<file path="src/rtl/fnd_scan_capture.sv">
// rtl/fnd_scan_capture.sv - captures a multiplexed 4-digit FND scan and rebuilds the decimal value
module fnd_scan_capture #(
  parameter int SYNC_STAGES    = 2,
  parameter int STABLE_CYCLES  = 16,
  parameter int TIMEOUT_CYCLES = 1000000
) (
  input  logic        i_clk,
  input  logic        i_reset,
  input  logic [3:0]  i_fndSelect,
  input  logic [7:0]  i_fndFont,
  output logic [13:0] o_value,
  output logic        o_valid,
  output logic        o_error,
  output logic        o_timeout,
  output logic [3:0]  o_digitMask
);

  localparam int SCW = $clog2(STABLE_CYCLES + 1);
  localparam int TW  = $clog2(TIMEOUT_CYCLES + 1);

  localparam logic [1:0] S_COLLECT = 2'd0;
  localparam logic [1:0] S_CALC    = 2'd1;
  localparam logic [1:0] S_EMIT    = 2'd2;

  logic [1:0]       rst_pipe;
  logic             rst;
  logic [3:0]       sel_sync  [SYNC_STAGES];
  logic [7:0]       font_sync [SYNC_STAGES];
  logic [3:0]       cur_sel, prev_sel;
  logic [7:0]       cur_font, prev_font;
  logic [SCW-1:0]   stab_cnt;
  logic [TW-1:0]    tcnt;
  logic             same, event_hit, sel_ok, accept, complete, timeout_hit;
  logic [1:0]       sel_idx;
  logic [4:0]       dec;
  logic [1:0]       state;
  logic [3:0]       mask, mask_n, err, err_n;
  logic [3:0][3:0]  d, d_n, d_snap;
  logic             err_any;
  logic [13:0]      p_hi, p_lo;

  // Reset asserts immediately but is released on a clock edge.
  always_ff @(posedge i_clk or posedge i_reset) begin
    if (i_reset) rst_pipe <= 2'b11;
    else         rst_pipe <= {rst_pipe[0], 1'b0};
  end
  assign rst = rst_pipe[1];

  // Synchronisers idle at the blank pattern so no spurious pair appears at reset release.
  always_ff @(posedge i_clk or posedge rst) begin
    if (rst) begin
      for (int i = 0; i < SYNC_STAGES; i++) begin
        sel_sync[i]  <= 4'hF;
        font_sync[i] <= 8'hFF;
      end
    end else begin
      sel_sync[0]  <= i_fndSelect;
      font_sync[0] <= i_fndFont;
      for (int i = 1; i < SYNC_STAGES; i++) begin
        sel_sync[i]  <= sel_sync[i-1];
        font_sync[i] <= font_sync[i-1];
      end
    end
  end

  assign cur_sel  = sel_sync[SYNC_STAGES-1];
  assign cur_font = font_sync[SYNC_STAGES-1];
  assign same      = ({cur_sel, cur_font} == {prev_sel, prev_font});
  assign event_hit = same && (stab_cnt == SCW'(STABLE_CYCLES - 2));

  always_ff @(posedge i_clk or posedge rst) begin
    if (rst) begin
      prev_sel  <= 4'hF;
      prev_font <= 8'hFF;
      stab_cnt  <= '0;
    end else begin
      prev_sel  <= cur_sel;
      prev_font <= cur_font;
      if (!same)
        stab_cnt <= '0;
      else if (stab_cnt != SCW'(STABLE_CYCLES))
        stab_cnt <= stab_cnt + SCW'(1);
    end
  end

  function automatic logic [4:0] decode(input logic [6:0] seg);
    case (seg)
      7'h40:   decode = 5'd0;
      7'h79:   decode = 5'd1;
      7'h24:   decode = 5'd2;
      7'h30:   decode = 5'd3;
      7'h19:   decode = 5'd4;
      7'h12:   decode = 5'd5;
      7'h02:   decode = 5'd6;
      7'h78:   decode = 5'd7;
      7'h00:   decode = 5'd8;
      7'h10:   decode = 5'd9;
      default: decode = 5'h10;
    endcase
  endfunction

  always_comb begin
    sel_ok  = 1'b1;
    sel_idx = 2'd0;
    case (cur_sel)
      4'b1110: sel_idx = 2'd0;
      4'b1101: sel_idx = 2'd1;
      4'b1011: sel_idx = 2'd2;
      4'b0111: sel_idx = 2'd3;
      default: sel_ok  = 1'b0;
    endcase
  end

  assign accept = event_hit && sel_ok;
  assign dec    = decode(cur_font[6:0]);

  always_comb begin
    mask_n = mask;
    d_n    = d;
    err_n  = err;
    if (accept) begin
      mask_n[sel_idx] = 1'b1;
      d_n[sel_idx]    = dec[3:0];
      err_n[sel_idx]  = dec[4];
    end
  end

  assign complete    = (state == S_COLLECT) && (mask_n == 4'hF);
  assign timeout_hit = !accept && (mask != 4'h0) && (tcnt == TW'(TIMEOUT_CYCLES - 1));

  always_ff @(posedge i_clk or posedge rst) begin
    if (rst) begin
      state     <= S_COLLECT;
      mask      <= '0;
      d         <= '0;
      err       <= '0;
      d_snap    <= '0;
      err_any   <= 1'b0;
      p_hi      <= '0;
      p_lo      <= '0;
      tcnt      <= '0;
      o_value   <= '0;
      o_valid   <= 1'b0;
      o_error   <= 1'b0;
      o_timeout <= 1'b0;
    end else begin
      d         <= d_n;
      err       <= err_n;
      o_valid   <= 1'b0;
      o_timeout <= 1'b0;

      if (complete) begin
        mask    <= '0;
        d_snap  <= d_n;
        err_any <= |err_n;
      end else if (timeout_hit) begin
        mask      <= '0;
        o_timeout <= 1'b1;
      end else begin
        mask <= mask_n;
      end

      if (accept || (mask == 4'h0) || timeout_hit)
        tcnt <= '0;
      else
        tcnt <= tcnt + TW'(1);

      // Events keep landing in mask/d while the snapshot is being summed.
      case (state)
        S_COLLECT: if (complete) state <= S_CALC;
        S_CALC: begin
          p_hi  <= 14'(d_snap[3]) * 14'd1000 + 14'(d_snap[2]) * 14'd100;
          p_lo  <= 14'(d_snap[1]) * 14'd10 + 14'(d_snap[0]);
          state <= S_EMIT;
        end
        S_EMIT: begin
          o_value <= p_hi + p_lo;
          o_error <= err_any;
          o_valid <= 1'b1;
          state   <= S_COLLECT;
        end
        default: state <= S_COLLECT;
      endcase
    end
  end

  assign o_digitMask = mask;

endmodule
</file>
<file path="config.mk">
export PLATFORM = sky130hd
export DESIGN_NAME = fnd_scan_capture
export DESIGN_NICKNAME = d
export VERILOG_FILES = /design/src/rtl/fnd_scan_capture.sv
export SDC_FILE = /design/constraint.sdc
export NUM_CORES = 1
export LEC_CHECK = 0
export CAP_MARGIN = 20
export CORE_MARGIN = 2
export CORE_UTILIZATION = 60
export CTS_CLUSTER_SIZE = 24
export DETAILED_ROUTE_END_ITERATION = 16
export DONT_BUFFER_PORTS = 1
export PLACE_DENSITY = 0.76
export SLEW_MARGIN = 30
export SYNTH_ARGS = -nofsm -noshare
export SYNTH_HDL_FRONTEND = slang
export SYNTH_SLANG_ARGS = --single-unit
</file>
<file path="constraint.sdc">
create_clock -name i_clk -period 5.7 [get_ports i_clk]
set_input_delay 1.14 -clock i_clk [delete_from_list [all_inputs] [get_ports i_clk]]
set_output_delay 1.14 -clock i_clk [all_outputs]
set_load 0.1 [all_outputs]
</file>
==> insert_results.sql, run 1 <==
INSERT INTO impl_metrics (metric_group, metric, value, unit) VALUES
('outcome', 'status', 'finished with violations', ''),
('outcome', 'violations', 'DRC', ''),
('global_routing', 'first_global_vias', '4679', ''),
('synth', 'yosys.area.top_type_share', '37.1', '%'),
('worst_setup_path', 'worst-path-max-fanout', '5', ''),
('drt', 'drc', '3', ''),
('floorplanning', 'design.core.area', '0.0115', 'sq mm'),
('worst_setup_path', 'critical_path.reg2reg.endpoint', 'p_hi[13]$_DFFE_PP0N_', ''),
('timing', 'final_max_tran_viols', '0', ''),
('synth', 'muxShareOfSynthArea', '2.82', '%'),
('synth', 'synth_top_area_cell', 'dfrtp_1', ''),
('clock_tree', 'cts_post_setup_buffers_inserted', '0', ''),
('drt', 'final_antenna_net_count', '0', ''),
('worst_setup_path', 'cp.arrival', '4.33', 'ns'),
('pwr', 'share_seq_of_total_power', '50.0', '%'),
('place', 'hpwl_after_detailed_placement', '8.55', 'mm'),
('clock_tree', 'cts_tree', 'done', ''),
('pwr', 'cellInternalPower', '1.67', 'mW'),
('synth', 'ys_dominant_reg_cell', 'dfrtp_1', ''),
('pwr', 'power.clock.fraction', '48.3', '%'),
('finish', 'area_growth', '9.42', '%'),
('synth', 'average_cell_area_after_synthesis', '10.8', 'sq um'),
('timing', 'finalSetupViolations', '0', ''),
('drt', 'wl_per_cell', '15.1', 'um'),
('worst_setup_path', 'worst_endpoint_required_time', '6.03', 'ns'),
('global_routing', 'grt_use_total', '21.6', '%'),
('clock_tree', 'number_of_hold_buffers_added_after_cts', '0', ''),
('synth', 'fraction_of_the_yosys_area_taken_by_sequential_cells', '51.1', '%'),
('drt', 'first_pass_iters', '11', ''),
('drt', 'route.vias.total', '4549', ''),
('worst_setup_path', 'crit_path_end', 'p_hi[13]$_DFFE_PP0N_', ''),
('timing', 'rsz0062_at_grt', 'false', ''),
('pwr', 'p_total', '2.12', 'mW'),
('worst_setup_path', 'series_of_cell_instances_along_the_critical_path', 'fa_1, inv_1, fa_1, inv_1, ha_1, nor2b_1, o21ai_0, nand2_1, xnor2_1, ha_1, or3_1, o21ai_0, a21oi_1, nand3_1, xnor3_1, o21ai_0', ''),
('pwr', 'vdd.ir_drop.worst', '281', 'uV'),
('finish', 'num_antenna_cells', '0', ''),
('finish', 'finalNonFillerCells', '819', ''),
('synth', 'post_synth_xor_area_fraction', '7.91', '%'),
('worst_setup_path', 'setup_cp_type', 'reg2reg', ''),
('timing', 'slew_headroom', '34.7', '%'),
('synth', 'synth_area', '0.00715', 'sq mm'),
('timing', 'maxClockFrequency', '0.250', 'GHz'),
('clock_tree', 'clockRootBuffer', 'clkbuf_16', ''),
('place', 'port_buffers', '0', ''),
('clock_tree', 'clk-insertion-delay-late', '0.42', 'ns'),
('synth', 'synth_adder_area_share', '12.3', '%'),
('floorplanning', 'chipHeight', '113', 'um'),
('synth', 'synth_cell_type_count', '50', ''),
('floorplanning', 'initial_core_util', '62.0', '%'),
('worst_setup_path', 'crit_path_end_kind', 'flop', ''),
('worst_setup_path', 'worst_setup_path_start', 'd_snap[13]$_DFFE_PP0P_', ''),
('finish', 'layout.cells.most_common', 'dfrtp_1', ''),
('global_routing', 'grt_first_pass_wirelength', '21.9', 'mm'),
('synth', 'post_synth_and_or_nand_nor_area_fraction', '13.5', '%'),
('worst_setup_path', 'start_kind', 'flop', ''),
('timing', 'timing.final.crit_share', '70.1', '%'),
('floorplanning', 'chipWidth', '113', 'um'),
('pwr', 'switchingPower', '458', 'uW'),
('finish', 'final_util', '67.9', '%'),
('worst_setup_path', 'worst-r2r-cell-count', '16', ''),
('drt', 'drt_iter0_markers', '240', ''),
('global_routing', 'antenna_found_initial', '0', ''),
('finish', 'final_cell_mix', '106 x dfrtp_1, 73 x nand2_1, 66 x o21ai_0', ''),
('min_path', 'min_path_type', 'reg2async', ''),
('clock_tree', 'clk_transition_reported_paths', '0.06', 'ns'),
('clock_tree', 'cts-htree-levels', '4', ''),
('pwr', 'power.density_cell_area', '272', 'mW/mm^2'),
('timing', 'worst_tran_pin_value', '0.979', 'ns'),
('pwr', 'power_switching_share', '21.6', '%'),
('timing', 'period_needed', '4.00', 'ns'),
('timing', 'holdWs', '0.350', 'ns');
[critical path, delay by kind of cell, from the launching register on]
kind	cells	cell delay (ns)
XOR/XNOR	2	0.34
buffers and inverters	2	0.14
adder cells (fa/ha/maj)	4	1.66
AND/OR/NAND/NOR	4	0.73
AO/OA/AOI/OAI	4	0.57
flip-flops	1	0.44
[worst min-delay path by stage]
stage / startpoint / end / slack [ns] / cells after the start
after global routing: font_sync[15]$_DFF_PP1_ / cur_font[7]$_DFF_PP1_ / 0.36 / 0
after global placement: rst_pipe[1]$_DFF_PP1_ / o_timeout$_DFF_PP0_ / 0.35 / 1
after detailed placement: font_sync[9]$_DFF_PP1_ / cur_font[1]$_DFF_PP1_ / 0.35 / 0
after CTS: font_sync[14]$_DFF_PP1_ / cur_font[6]$_DFF_PP1_ / 0.36 / 0
final: rst_pipe[1]$_DFF_PP1_ / o_timeout$_DFF_PP0_ / 0.35 / 1
after floorplan: font_sync[8]$_DFF_PP1_ / cur_font[0]$_DFF_PP1_ / 0.35 / 0
[logic make-up after synthesis]
| family | count (synthesis) |
|---|---|
| buffers and inverters | 67 |
| AOI/OAI and AO/OA | 109 |
| other | 1 |
| and+or+nand+nor | 197 |
| xor gates and xnor gates | 63 |
| muxes | 18 |
| adders and majority gates | 63 |
| DFF | 144 |
[synth_stat cells (5+ instances only)]
| master | n |
|---|---|
| xor2_1 | 29 |
| fa_1 | 12 |
| mux2_2 | 14 |
| inv_1 | 47 |
| nor2b_1 | 9 |
| and3_1 | 8 |
| a21o_1 | 7 |
| ha_1 | 51 |
| nor3_1 | 11 |
| nand2_1 | 73 |
| buf_2 | 5 |
| nand3_1 | 16 |
| o31ai_1 | 5 |
| nand2b_1 | 8 |
| o21ai_0 | 66 |
| xnor2_1 | 33 |
| nor2_1 | 41 |
| dfstp_2 | 38 |
| nand4_1 | 10 |
| dfrtp_1 | 106 |
| clkbuf_1 | 14 |
| a21oi_1 | 18 |
[state kept, by name, summed over array words and instances, names as in the netlist]
name         count
tcnt            20
d               16
d_snap          16
o_value         14
p_hi            12
p_lo             9
cur_font         8
font_sync        8
prev_font        8
stab_cnt         5
cur_sel          4
err              4
o_digitMask      4
prev_sel         4
sel_sync         4
rst_pipe         2
state            2
err_any          1
o_error          1
o_timeout        1
o_valid          1
[power by group through the flow]
stage / clock, mW / combinational [mW] / sequential (mW)
finish: 1.02 / 0.0377 / 1.06
global route: 1.09 / 0.0439 / 1.06
CTS: 1.04 / 0.0393 / 1.06
detailed placement: 0 / 0.0391 / 1.08
global placement: 0 / 0.0379 / 1.08
floorplan: 0 / 0.0355 / 1.07
[through the flow]
step / setup WS, ns / cell area (sq um)
2_1_floorplan: 1.62 / 7150
3_3_place_gp: 1.89 / 7260
3_5_place_dp: 1.73 / 7260
4_1_cts: 1.70 / 7820
5_1_grt: 1.44 / 7820
6_report: 1.70 / 7820
[final cells by class]
type / instances / area [sq um] / share of cell area, %
clock inverters: 11 / 76.3 / 0.976
clock buffers: 21 / 482 / 6.16
inverters: 47 / 181 / 2.32
repair buffers: 2 / 15.0 / 0.192
well taps: 143 / 179 / 2.29
flip-flops and latches: 144 / 3650 / 46.7
multi-input cells: 451 / 3230 / 41.4
[per-layer routing]
layer | up-vias | track usage, % | wire [um] | share of wire, %
met3 | 26 | 6.37 | 524 | 4.2
met4 | 0 | 7.15 | 203 | 1.6
met1 | 2208 | 28.3 | 5610 | 45
met2 | 86 | 34.7 | 6020 | 49
li1 | 2229 | - | - | -
met5 | - | 0 | 0 | 0
No activity file was read; power rests on OpenSTA's default activity.
==> inputs of run 2 (changes only) <==
--- a/config.mk
+++ b/config.mk
@@ -7,7 +7,7 @@
 export LEC_CHECK = 0
 export CAP_MARGIN = 20
 export CORE_MARGIN = 2
-export CORE_UTILIZATION = 60
+export CORE_UTILIZATION = 58
 export CTS_CLUSTER_SIZE = 24
 export DETAILED_ROUTE_END_ITERATION = 16
 export DONT_BUFFER_PORTS = 1
==> constraint.sdc (replaced) <==
create_clock -name i_clk -period 3.35 [get_ports i_clk]
set_input_delay 0.67 -clock i_clk [delete_from_list [all_inputs] [get_ports i_clk]]
set_output_delay 0.67 -clock i_clk [all_outputs]
set_load 0.1 [all_outputs]
==> insert_results.sql, run 2 (synthesis gave the netlist of run 1 again) <==
INSERT INTO impl_metrics (metric_group, metric, value, unit) VALUES
('place', 'hpwl_after_detailed_placement', '8.89', 'mm'),
('global_routing', 'grt_use_total', '21.1', '%'),
('drt', 'route.final.wire_length', '12.7', 'mm'),
('clock_tree', 'cts_tree', 'done', ''),
('finish', 'largest_register_ff_count', '20', ''),
('finish', 'layout.cells.most_common', 'dfrtp_1', ''),
('finish', 'reg.largest.list', 'tcnt: 20 flops, d: 16 flops, d_snap: 16 flops', ''),
('timing', 'total_negative_setup_slacks', '-0.105', 'ns'),
('place', 'port_buffers', '0', ''),
('timing', 'timing.final.crit_share', '103', '%'),
('timing', 'rsz0062_at_grt', 'true', ''),
('floorplanning', 'pin_count', '35', ''),
('drt', 'final_antenna_net_count', '0', ''),
('place', 'place_congestion', '0.847', ''),
('worst_setup_path', 'crit_path_end_kind', 'flop', ''),
('worst_setup_path', 'timing.reg2reg.setup_slack', '-0.10', 'ns'),
('drt', 'wl_per_cell', '15.0', 'um'),
('finish', 'final_nets', '763', ''),
('pwr', 'p_total', '3.75', 'mW'),
('min_path', 'min_path_type', 'in2async', ''),
('clock_tree', 'clock_sinks', '144', ''),
('timing', 'slew_headroom', '35.8', '%'),
('pwr', 'power.density_cell_area', '460', 'mW/mm^2'),
('timing', 'timing.final.hold_violations', '0', ''),
('global_routing', 'gr_overflow_total', '0', ''),
('clock_tree', 'clockRootBuffer', 'clkbuf_16', ''),
('clock_tree', 'clk-insertion-delay-late', '0.42', 'ns'),
('worst_setup_path', 'worst_setup_path_start', 'd_snap[14]$_DFFE_PP0P_', ''),
('floorplanning', 'initial_core_util', '59.5', '%'),
('finish', 'area_growth', '14.2', '%'),
('worst_setup_path', 'worst_endpoint_required_time', '3.69', 'ns'),
('worst_setup_path', 'cp.arrival', '3.79', 'ns'),
('worst_setup_path', 'worst-path-max-fanout', '3', ''),
('worst_setup_path', 'timing.critical_path.buf_inv', '2', ''),
('drt', 'drc', '0', ''),
('worst_setup_path', 'cp_slowest_stage_delay', '0.57', 'ns'),
('drt', 'drt_iter0_markers', '221', ''),
('worst_setup_path', 'critPathSlowestCell', 'fa_1', ''),
('worst_setup_path', 'series_of_cell_instances_along_the_critical_path', 'fa_1, inv_2, fa_1, inv_2, ha_4, nor2b_4, o21ai_2, nand2_2, xnor2_2, ha_2, or3_4, o21ai_4, a21oi_2, nand3_1, xnor3_1, o21ai_1', ''),
('finish', 'largest-register', 'tcnt', ''),
('timing', 'finalClockSkew', '0.00526', 'ns'),
('floorplanning', 'chipHeight', '115', 'um'),
('global_routing', 'grt_max_degree', '76', ''),
('clock_tree', 'number_of_hold_buffers_added_after_cts', '0', ''),
('outcome', 'status', 'finished with violations', ''),
('clock_tree', 'numCtsBuffers', '17', ''),
('drt', 'avgViaCountPerCell', '5.54', ''),
('worst_setup_path', 'timing.critical_path.max_delay_family', 'adder cells', ''),
('pwr', 'vdd.ir_drop.worst', '668', 'uV'),
('worst_setup_path', 'start_kind', 'flop', ''),
('timing', 'worst_tran_pin_value', '0.963', 'ns'),
('finish', 'final_cell_mix', '105 x dfrtp_1, 72 x nand2_1, 61 x o21ai_0', ''),
('finish', 'num_antenna_cells', '0', ''),
('timing', 'maxClockFrequency', '0.289', 'GHz'),
('worst_setup_path', 'setup_cp_type', 'reg2reg', ''),
('timing', 'final_max_tran_viols', '0', ''),
('worst_setup_path', 'reg2reg_from', 'd_snap[14]$_DFFE_PP0P_', ''),
('timing', 'postLayoutSetupSlackWorst', '-0.105', 'ns'),
('pwr', 'power.static_leakage', '3.79', 'nW'),
('finish', 'final_layout_size_suffix_gt1_share', '18.9', '%'),
('clock_tree', 'cts_max_path_buffers', '2', ''),
('clock_tree', 'cts-htree-levels', '4', ''),
('outcome', 'violations', 'setup timing', ''),
('global_routing', 'first_global_vias', '4809', ''),
('floorplanning', 'num_rows', '40', ''),
('drt', 'route.vias.total', '4690', ''),
('drt', 'first_pass_iters', '4', ''),
('floorplanning', 'design.core.area', '0.0120', 'sq mm'),
('global_routing', 'grt_first_pass_wirelength', '21.9', 'mm'),
('floorplanning', 'chipWidth', '115', 'um'),
('timing', 'period_needed', '3.45', 'ns'),
('flow_run', 'cap_viol_max_count', '0', ''),
('timing', 'finalSetupViolations', '1', ''),
('floorplanning', 'design.die.area', '0.0132', 'sq mm'),
('clock_tree', 'clk_transition_reported_paths', '0.06', 'ns'),
('global_routing', 'antenna_found_initial', '0', '');
## run 2: changes by cell type in the layout (fill, tap and decap cells not counted), sizes merged
cell    delta
clkbuf     +2
bufinv     +1
buf       +23
clkinv     -2
inv        -1
## run 2: area by class of cell
type	count	area (sq um)
Timing Repair Buffer	25	200
Clock inverter	9	90.1
Tap cell	147	184
Fill cell	861	3850
Inverter	47	180
Clock buffer	23	512
Sequential cell	144	3650
Multi-Input combinational cell	451	3340
## run 2: per-stage QoR
step                hold slack (ns)  cell area, sq um  std cells  setup WS, ns  utilization [%]
detailed placement            0.347              7430        809        -0.125             61.9
global route                  0.156              8160        846        -0.242             67.9
finish                        0.151              8160        846        -0.105             67.9
floorplan                     0.345              7170        662       -0.0581                -
global placement              0.346              7430        809       -0.0383             61.9
CTS                           0.140              8060        844       -0.0905             67.1
## run 2: power breakdown
group          switching, mW  internal (mW)  leakage [nW]
clock                  0.717           1.16         0.299
sequential            0.0229           1.78          1.88
combinational         0.0462         0.0210          1.62
## run 2: final timing paths
| check | depth (start not counted) | endpoint |
|---|---|---|
| worst max-delay path | 16 | p_hi[13]$_DFFE_PP0N_ |
| worst min-delay path | 1 | rst_pipe[0]$_DFF_PP1_ |
| worst max register to register | 16 | p_hi[13]$_DFFE_PP0N_ |
| worst min register to register | 0 | cur_font[0]$_DFF_PP1_ |
| max in group asynchronous | 2 | font_sync[8]$_DFF_PP1_ |
| min in group i_clk | 0 | sel_sync[5]$_DFF_PP1_ |
## run 2: metal layers
metal  part of all wire, %  GRT usage, %
met4                   1.7          7.07
met5                     0             0
met2                    50          34.9
met3                   4.5          6.80
met1                    44          26.5
## run 2: repair_timing
item,CTS,global route
resized for setup,3,14
buffers inserted,3,2
pin swaps,5,6
setup endpoints to repair,3,4
